$ cat config.mk
export PLATFORM = sky130hd
export DESIGN_NAME = cnn_layer_seq
export DESIGN_NICKNAME = d
export VERILOG_FILES = /design/src/rtl/cnn_ctrl_pkg.sv /design/src/rtl/result_burst_reader.sv /design/src/rtl/cnn_layer_seq.sv
export SDC_FILE = /design/constraint.sdc
export NUM_CORES = 1
export LEC_CHECK = 0
export BUFFER_PORTS_ARGS = -buffer_cell sky130_fd_sc_hd__buf_2
export CAP_MARGIN = 20
export CORE_MARGIN = 2
export CORE_UTILIZATION = 61
export CTS_CLUSTER_SIZE = 14
export DETAILED_ROUTE_END_ITERATION = 8
export PLACE_DENSITY = 0.83
export RECOVER_POWER = 25
export SLEW_MARGIN = 10
export SYNTH_ARGS = -nofsm -noshare
export SYNTH_HDL_FRONTEND = slang
export SYNTH_SLANG_ARGS = --single-unit
$ cat constraint.sdc
create_clock -name sys_clk -period 2.7 [get_ports sys_clk]
set_input_delay 0.54 -clock sys_clk [delete_from_list [all_inputs] [get_ports sys_clk]]
set_output_delay 0.54 -clock sys_clk [all_outputs]
set_load 0.02 [all_outputs]
$ cat src/rtl/cnn_ctrl_pkg.sv
// Shared types and constants for the CNN layer sequencer: FSM state encoding,
// per-mode channel tables and the channel-count lookup.
package cnn_ctrl_pkg;

    localparam int NUM_LAYERS = 4;
    localparam int CH_W       = 6;

    typedef enum logic [2:0] {
        ST_IDLE,
        ST_LAUNCH,
        ST_WAIT,
        ST_DONE,
        ST_ERR
    } state_t;

    // Entry [0] is layer 0 (the rightmost element of each concatenation).
    localparam logic [3:0][CH_W-1:0] CH_TBL_M0 = {6'd10, 6'd16, 6'd8,  6'd4};
    localparam logic [3:0][CH_W-1:0] CH_TBL_M1 = {6'd10, 6'd32, 6'd16, 6'd8};

    function automatic logic [CH_W-1:0] ch_lookup(input logic m, input logic [1:0] idx);
        return m ? CH_TBL_M1[idx] : CH_TBL_M0[idx];
    endfunction

endpackage

$ cat src/rtl/result_burst_reader.sv
// Turns a single start request into BATCH consecutive result-buffer reads with
// a wrapping address; abort stops a burst, clear rewinds the address.
module result_burst_reader #(
    parameter int BATCH       = 3,
    parameter int NUM_RESULTS = 42,
    parameter int ADDR_W      = 6
) (
    input  logic              clk,
    input  logic              rst,
    input  logic              start,
    input  logic              abort,
    input  logic              clear,
    output logic              rd_en,
    output logic [ADDR_W-1:0] rd_addr,
    output logic              batch_done
);

    localparam int                CNT_W    = $clog2(BATCH + 1);
    localparam logic [CNT_W-1:0]  CNT_LAST = CNT_W'(BATCH - 1);
    localparam logic [ADDR_W-1:0] ADDR_MAX = ADDR_W'(NUM_RESULTS - 1);

    logic [CNT_W-1:0]  r_cnt;
    logic              r_rd_en;
    logic [ADDR_W-1:0] r_addr;
    logic              r_batch_done;
    logic [ADDR_W-1:0] w_addr_nxt;

    assign w_addr_nxt = (r_addr == ADDR_MAX) ? '0 : r_addr + 1'b1;

    always_ff @(posedge clk) begin
        if (rst) begin
            r_cnt        <= '0;
            r_rd_en      <= 1'b0;
            r_addr       <= '0;
            r_batch_done <= 1'b0;
        end else begin
            if (abort) begin
                r_cnt        <= '0;
                r_rd_en      <= 1'b0;
                r_batch_done <= 1'b0;
            end else if (r_rd_en) begin
                // The address advances on every read, including the last one.
                r_addr <= w_addr_nxt;
                if (r_cnt == CNT_LAST) begin
                    r_cnt        <= '0;
                    r_rd_en      <= 1'b0;
                    r_batch_done <= 1'b0;
                end else begin
                    r_cnt        <= r_cnt + 1'b1;
                    r_batch_done <= (r_cnt == CNT_LAST - 1'b1);
                end
            end else if (start) begin
                r_cnt        <= '0;
                r_rd_en      <= 1'b1;
                r_batch_done <= (BATCH == 1);
            end
            // NOTE: a later non-blocking write in the same block wins, so clear overrides the increment.
            if (clear) r_addr <= '0;
        end
    end

    assign rd_en      = r_rd_en;
    assign rd_addr    = r_addr;
    assign batch_done = r_batch_done;

endmodule

$ cat src/rtl/cnn_layer_seq.sv
// Layer sequencer: launches NUM_LAYERS layers one at a time, drives their channel
// configuration, detects stalled layers, and schedules burst readout when done.
module cnn_layer_seq
    import cnn_ctrl_pkg::*;
#(
    parameter int NUM_LAYERS  = cnn_ctrl_pkg::NUM_LAYERS,
    parameter int BATCH       = 3,
    parameter int NUM_RESULTS = 42,
    parameter int ADDR_W      = 6,
    parameter int TIMEOUT_CYC = 65535
) (
    input  logic              sys_clk,
    input  logic              rst,
    input  logic              cal_start,
    input  logic              mode,
    input  logic              layer_done,
    input  logic              rd_en,
    output logic              layer_start,
    output logic [1:0]        layer_idx,
    output logic [CH_W-1:0]   ch_cfg,
    output logic              mode_lat,
    output logic              busy,
    output logic              cal_done,
    output logic              timeout_err,
    output logic              res_rd_en,
    output logic [ADDR_W-1:0] res_rd_addr,
    output logic              batch_done
);

    localparam logic [1:0]  LAST_LAYER = 2'(NUM_LAYERS - 1);
    localparam logic [15:0] TO_LAST    = 16'(TIMEOUT_CYC - 1);

    state_t          r_state;
    logic [15:0]     r_to_cnt;
    logic            r_layer_start;
    logic [1:0]      r_layer_idx;
    logic [CH_W-1:0] r_ch_cfg;
    logic            r_mode_lat;
    logic            r_busy;
    logic            r_cal_done;
    logic            r_timeout_err;

    logic w_accept;
    logic w_burst_start;

    assign w_accept      = cal_start && (r_state == ST_IDLE || r_state == ST_DONE || r_state == ST_ERR);
    assign w_burst_start = (r_state == ST_DONE) && rd_en && !cal_start;

    always_ff @(posedge sys_clk) begin
        if (rst) begin
            r_state       <= ST_IDLE;
            r_to_cnt      <= '0;
            r_layer_start <= 1'b0;
            r_layer_idx   <= '0;
            r_ch_cfg      <= '0;
            r_mode_lat    <= 1'b1;
            r_busy        <= 1'b0;
            r_cal_done    <= 1'b0;
            r_timeout_err <= 1'b0;
        end else begin
            r_layer_start <= 1'b0;
            case (r_state)
                ST_IDLE, ST_DONE, ST_ERR: begin
                    if (cal_start) begin
                        r_mode_lat    <= mode;
                        r_layer_idx   <= '0;
                        // NOTE: ch_cfg is built from the incoming mode, not r_mode_lat, so it is valid with layer_start.
                        r_ch_cfg      <= ch_lookup(mode, 2'd0);
                        r_cal_done    <= 1'b0;
                        r_timeout_err <= 1'b0;
                        r_busy        <= 1'b1;
                        r_layer_start <= 1'b1;
                        r_state       <= ST_LAUNCH;
                    end
                end
                ST_LAUNCH: begin
                    r_to_cnt <= '0;
                    r_state  <= ST_WAIT;
                end
                ST_WAIT: begin
                    // A completion in the timeout cycle still counts as success.
                    if (layer_done) begin
                        if (r_layer_idx == LAST_LAYER) begin
                            r_busy     <= 1'b0;
                            r_cal_done <= 1'b1;
                            r_state    <= ST_DONE;
                        end else begin
                            r_layer_idx   <= r_layer_idx + 1'b1;
                            r_ch_cfg      <= ch_lookup(r_mode_lat, r_layer_idx + 1'b1);
                            r_layer_start <= 1'b1;
                            r_state       <= ST_LAUNCH;
                        end
                    end else if (r_to_cnt == TO_LAST) begin
                        r_busy        <= 1'b0;
                        r_timeout_err <= 1'b1;
                        r_state       <= ST_ERR;
                    end else begin
                        r_to_cnt <= r_to_cnt + 1'b1;
                    end
                end
                default: r_state <= ST_IDLE;
            endcase
        end
    end

    result_burst_reader #(
        .BATCH       (BATCH),
        .NUM_RESULTS (NUM_RESULTS),
        .ADDR_W      (ADDR_W)
    ) u_reader (
        .clk        (sys_clk),
        .rst        (rst),
        .start      (w_burst_start),
        .abort      (w_accept),
        .clear      (w_accept),
        .rd_en      (res_rd_en),
        .rd_addr    (res_rd_addr),
        .batch_done (batch_done)
    );

    assign layer_start = r_layer_start;
    assign layer_idx   = r_layer_idx;
    assign ch_cfg      = r_ch_cfg;
    assign mode_lat    = r_mode_lat;
    assign busy        = r_busy;
    assign cal_done    = r_cal_done;
    assign timeout_err = r_timeout_err;

endmodule

---- Word-level counts from Yosys, hierarchy flattened ----
Cells that the tools add are included.
cells by class
  multiply operators ...................... 0
  $add $sub $neg .......................... 4
  shifts and indexed selects .............. 0
  divide/modulo/power cells ............... 0
  $lt $le $gt $ge ......................... 1
  bitwise gates (word level) .............. 0
  eq/ne operators ......................... 18
  reduce and logical (&&, ||, !) cells .... 19
  muxes and demuxes ....................... 48
operators by type and width
  kind                                                 number
  two-way mux 6 bit                                    7
  two-way mux 16 bit                                   2
  case mux 16 bit (2 select lines)                     1
  binary-select mux 6 bit (select 2 bit)               2
  two-way mux 1 bit                                    18
  adder 16 x 1 -> 16 bit, second input constant        1
  equality test 16 bit, second input constant          1
  AND reduction 4 bit                                  4
  two-way mux 2 bit                                    7
  inequality test 2 bit, second input constant         7
  case mux 6 bit (2 select lines)                      1
  two-way mux 3 bit                                    3
  case mux 3 bit (3 select lines)                      1
  case mux 1 bit (2 select lines)                      4
  adder 6 x 1 -> 6 bit, second input constant          1
  equality test 3 x 2 -> 1 bit, second input constant  2
  equality test 6 bit, second input constant           1
  inequality test 3 bit, second input constant         2
  nonzero test 2 bit                                   3
  adder 2 x 1 -> 2 bit, second input constant          2
  equality test 2 bit, second input constant           2
  two-way mux 4 bit                                    1
  case mux 2 bit (2 select lines)                      1
  AND reduction 2 bit                                  2
  other kinds (11)                                     14
word-level totals
  output and inout port bits .............. 21
  latch bits .............................. 0
  word-level logic and storage cells ...... 103
  bits of input ports ..................... 6
  memories kept ........................... 0
  RAM bits ................................ 0
  bits in registers ....................... 42
  memory bits (read-only) ................. 0

---- Logic depth before layout (Yosys ltp) ----
  word-level depth ........................ 7
  gate-level depth with buffers ........... 8
  depth with buffers taken out ............ 7

---- By module ----
A second synthesis with hierarchy kept.
unflattened totals
  cells, all modules ...................... 260
  area total of the unflattened synthesis .. 2,228.4 µm²
modules (own cells, without submodules)
  module               area each (µm²)  cells an instance  instances  sequential area each (µm²)
  cnn_layer_seq        1,781.7          210                1          620.6
  result_burst_reader  446.7            50                 1          180.2

---- Least setup slack after synthesis ----
Ideal clock, no wire load.
  path kind ............................... reg2reg
  start ................................... register r_to_cnt[10]
  end ..................................... register r_to_cnt[1]
  period minus slack after synthesis ...... 1,755 ps
  data required time ...................... 2,563 ps
  cell stages (with the launch flop) ...... 7
  arrival ................................. 1,618 ps
  path buffers ............................ 1
  slack ................................... 945 ps
  library setup time ...................... 137 ps
  path through ............................ dfxtp_1 nand4_1 or4_4 a21oi_2 buf_6 or3_1 a21oi_1
on the way
  longest elaborated chain between the ends .. 3
ends and longest elaborated chain
  what                                    line                 text
  start: declaration                      cnn_layer_seq.sv:34  logic [15:0] r_to_cnt;
  start signal: assignment                cnn_layer_seq.sv:98  r_to_cnt <= r_to_cnt + 1'b1;
  equality test 16 bit                    cnn_layer_seq.sv:93  end else if (r_to_cnt == TO_LAST) begin
  inequality test 2 bit (no source line)  -
  AND reduction 3 bit (no source line)    -
No other way between the ends.
A chain may end at the register's enable or synchronous reset.

---- Worst setup path after layout ----
  start ................................... register r_to_cnt[10]
  end ..................................... register r_to_cnt[3]
Same word-level chain as after synthesis.

==> out/metrics.yaml <==
final_layout:
  final_core_util_pct: 69.69
  multi_input_area_um2: 1219
  nNetsFinal: 286
  antennaDiodeCount: 0
  area_delta_synth_final_pct: 9.958
  drive_gt1_share_pct: 11.36
  fillCellCount: 269
  register_area_um2: 800.8
critical_path:
  cp.arrival_ns: 2.41
  path_common_cell: "a21oi_2"
  endpoint_kind: "flop"
  slowest_delay_ns: 0.62
  r2r_cells: 5
  r2r_setup_slack_ns: 0.57
  reg2reg_from: "r_to_cnt[10]$_SDFFE_PP0P_"
  r2r_end: "r_to_cnt[3]$_SDFFE_PP0P_"
  crit_required_ns: 2.98
  path_class: "reg -> reg"
  cp-start-kind: "flop"
  cp_slowest_cell: "or4_4"
  path_cells: "nand4_1 -> or4_4 -> a21oi_2 -> o21ai_1 -> a21oi_2"
  cp_max_fo: 12
floorplanning:
  dieHeight_um: 62.65
  coreArea_um2: 3311
  initial_core_util_pct: 63.38
  io_pins: 27
  rows: 21
  die_area_um2: 3925
  die_w_um: 62.65
synth:
  synth_fp_nets: 263
  synth_flop_cell: "dfxtp_1"
  synth_top_area_share_pct: 38.16
  syn_area_um2: 2098
  avgSynthCellArea_um2: 8.427
  synth_top_cell_by_area: "dfxtp_1"
  synth-seq-area-share_pct: 38.16
  netlist_top_cells_count: "dfxtp_1, nor2_1, a21oi_1, nand2_1, nand3_1"
  synth_cell_types: 54
  netlist_instances: 249
  yosysWarnings: 0
  synth_most_common_cell: "dfxtp_1"
  synth_edf_count: 0
  synthArstFlopShare_pct: 0
  synthTopCellsByArea: "dfxtp_1, nor2_1, ha_1"
  yosys_register_bits: 40
route:
  drt_iter0_markers: 140
  routed_wl_um: 4293
  drtAntennaViolNets: 0
  routed-via-count: 1814
  viasPerCell: 5.687
  wire_per_inst_um: 13.46
  first_pass_iters: 4
  drcViolationCount: 0
grt:
  globalRoute.totalOverflow: 0
  grt_pass1_wl_um: 7555
  grt_util_all_layers_pct: 23.96
  antenna_found_initial: 0
  grt_pass1_vias: 1668
  grt_max_degree: 24
sta:
  hold_viol_final: 0
  min_period_ns: 2.128
  maxSlewHeadroom_pct: 49.77
  tightest_slew_ns: 0.7465
  grt_setup_unrepaired: "no"
  finalSetupTns_ns: 0
  slew_viol_final: 0
  clock.fmax_mhz: 469.9
  min_period_over_period_pct: 78.83
  setup_slack_ns: 0.5717
  skew_ns: 0.01450
  setup-violations-final: 0
clocking:
  cts_buffers: 5
  cts_max_level: 2
  hold_buffers: 0
  cts_buffer_depth: 2
  cts-resized-gates: 0
  tritoncts: "yes"
  post-cts-setup-buffers: 0
  cts_sinks: 40
  clk_pin_slew_ns: 0.12
  clock_latency_ns: 0.35
  ctsRootBufferMaster: "clkbuf_4"
outcome:
  status: "complete, no violations"
power_and_ir_drop:
  power_density_nw_per_um2: 596.0
  pwr-share-seq_pct: 48.0
  power_mw: 1.375
  p_int_uw: 943.1
  switching_share_pct: 31.42
  combPwrFrac_pct: 21.5
  clkPwrFrac_pct: 30.5
  power_switching_uw: 432.1
  ir_drop_mv: 0.4123
  power.leakage_nw: 0.8180
placement:
  hpwl_um: 3097
  place_ws_ns: 0.6256
  place_congestion: 0.8492
  numPortBuffers: 25
job:
  cap_violations: 0
hold_path:
  whs_endpoint: "ch_cfg[5]$_SDFFE_PP0P_"
  hp-class: "reg -> reg"
  holdPathStages: 2
  worstHoldStart: "ch_cfg[5]$_SDFFE_PP0P_"
## per-layer routing
layer,GRT usage [%],up-vias,routed length [um]
li1,-,943,-
met1,32.30,830,2086
met2,37.90,39,1966
met3,5.946,2,208
met4,7.500,0,31
met5,0,-,0
## cells in the final DEF, fill, tap and decap left out, drive strengths merged, types with 3 or more instances in the layout
cell    count
a21oi      22
nor3b       3
or3         3
o31ai       3
nor2       38
and3        3
buf        11
a211oi      4
nand2b      4
a311oi      3
o21ai       9
clkbuf     21
nand3      11
xnor2       6
xor2        3
inv         7
or4         6
nand2      17
nor4        3
nor2b       3
ha          8
nand4       7
dfxtp      40
nor3        9
nand4b      3
## cell families after synthesis
logic type / after synthesis / synth area share [%]
AO/OA/AOI/OAI: 55 / 17.41
XOR/XNOR: 9 / 3.757
adder cells (fa/ha/maj): 8 / 4.771
buffers and inverters: 17 / 3.757
flip-flops: 40 / 38.16
multiplexers: 1 / 0.5366
other: 1 / 0.1787
AND/OR/NAND/NOR: 118 / 31.43
## metrics by stage
step | hold WS [ns] | area (um2) | cells
final | 0.4587 | 2307 | 319
after detailed placement | 0.4427 | 2236 | 311
after global placement | 0.4350 | 2236 | 311
after global routing | 0.4950 | 2307 | 319
after floorplan | 0.4585 | 2098 | 249
after CTS | 0.4599 | 2326 | 319
## power groups by stage
stage / registers (mW) / logic, mW / clock network [mW]
floorplan: 0.685 / 0.220 / 0
global placement: 0.671 / 0.298 / 0
detailed placement: 0.672 / 0.300 / 0
CTS: 0.658 / 0.301 / 0.432
global route: 0.667 / 0.331 / 0.458
finish: 0.659 / 0.296 / 0.420
## state kept, by name, indices dropped and copies added (netlist names)
| name | cells |
|---|---|
| u_reader.batch_done | 1 |
| timeout_err | 1 |
| ch_cfg | 5 |
| busy | 1 |
| r_state | 3 |
| u_reader.r_cnt | 1 |
| u_reader.rd_addr | 6 |
| layer_start | 1 |
| cal_done | 1 |
| layer_idx | 2 |
| mode_lat | 1 |
| r_to_cnt | 16 |
| u_reader.rd_en | 1 |
## how the worst max path moves through the flow
stage | startpoint | end | cells after the start
2_1_floorplan | r_to_cnt[10]$_SDFFE_PP0P_ | r_to_cnt[1]$_SDFFE_PP0P_ | 6
3_3_place_gp | layer_done | r_to_cnt[15]$_SDFFE_PP0P_ | 6
3_5_place_dp | r_to_cnt[10]$_SDFFE_PP0P_ | r_to_cnt[10]$_SDFFE_PP0P_ | 5
4_1_cts | r_to_cnt[10]$_SDFFE_PP0P_ | r_to_cnt[12]$_SDFFE_PP0P_ | 5
5_1_grt | r_state[0]$_SDFFE_PP0P_ | r_to_cnt[15]$_SDFFE_PP0P_ | 5
6_report | r_to_cnt[10]$_SDFFE_PP0P_ | r_to_cnt[3]$_SDFFE_PP0P_ | 5
## area by class of cell
cell class	count	share of cell area, %
inverter	7	1.139
timing repair buffer	26	4.935
multi-input combinational	192	52.82
clock inverter	2	1.681
clock buffer	6	2.223
tap	46	2.495
sequential	40	34.71
## critical path, delay by kind of cell, from the launching register on
family          cells  cell delay (ns)
compound gates      3             0.73
flops               1             0.41
simple gates        2             0.92
No activity file was read; power rests on OpenSTA's default activity.
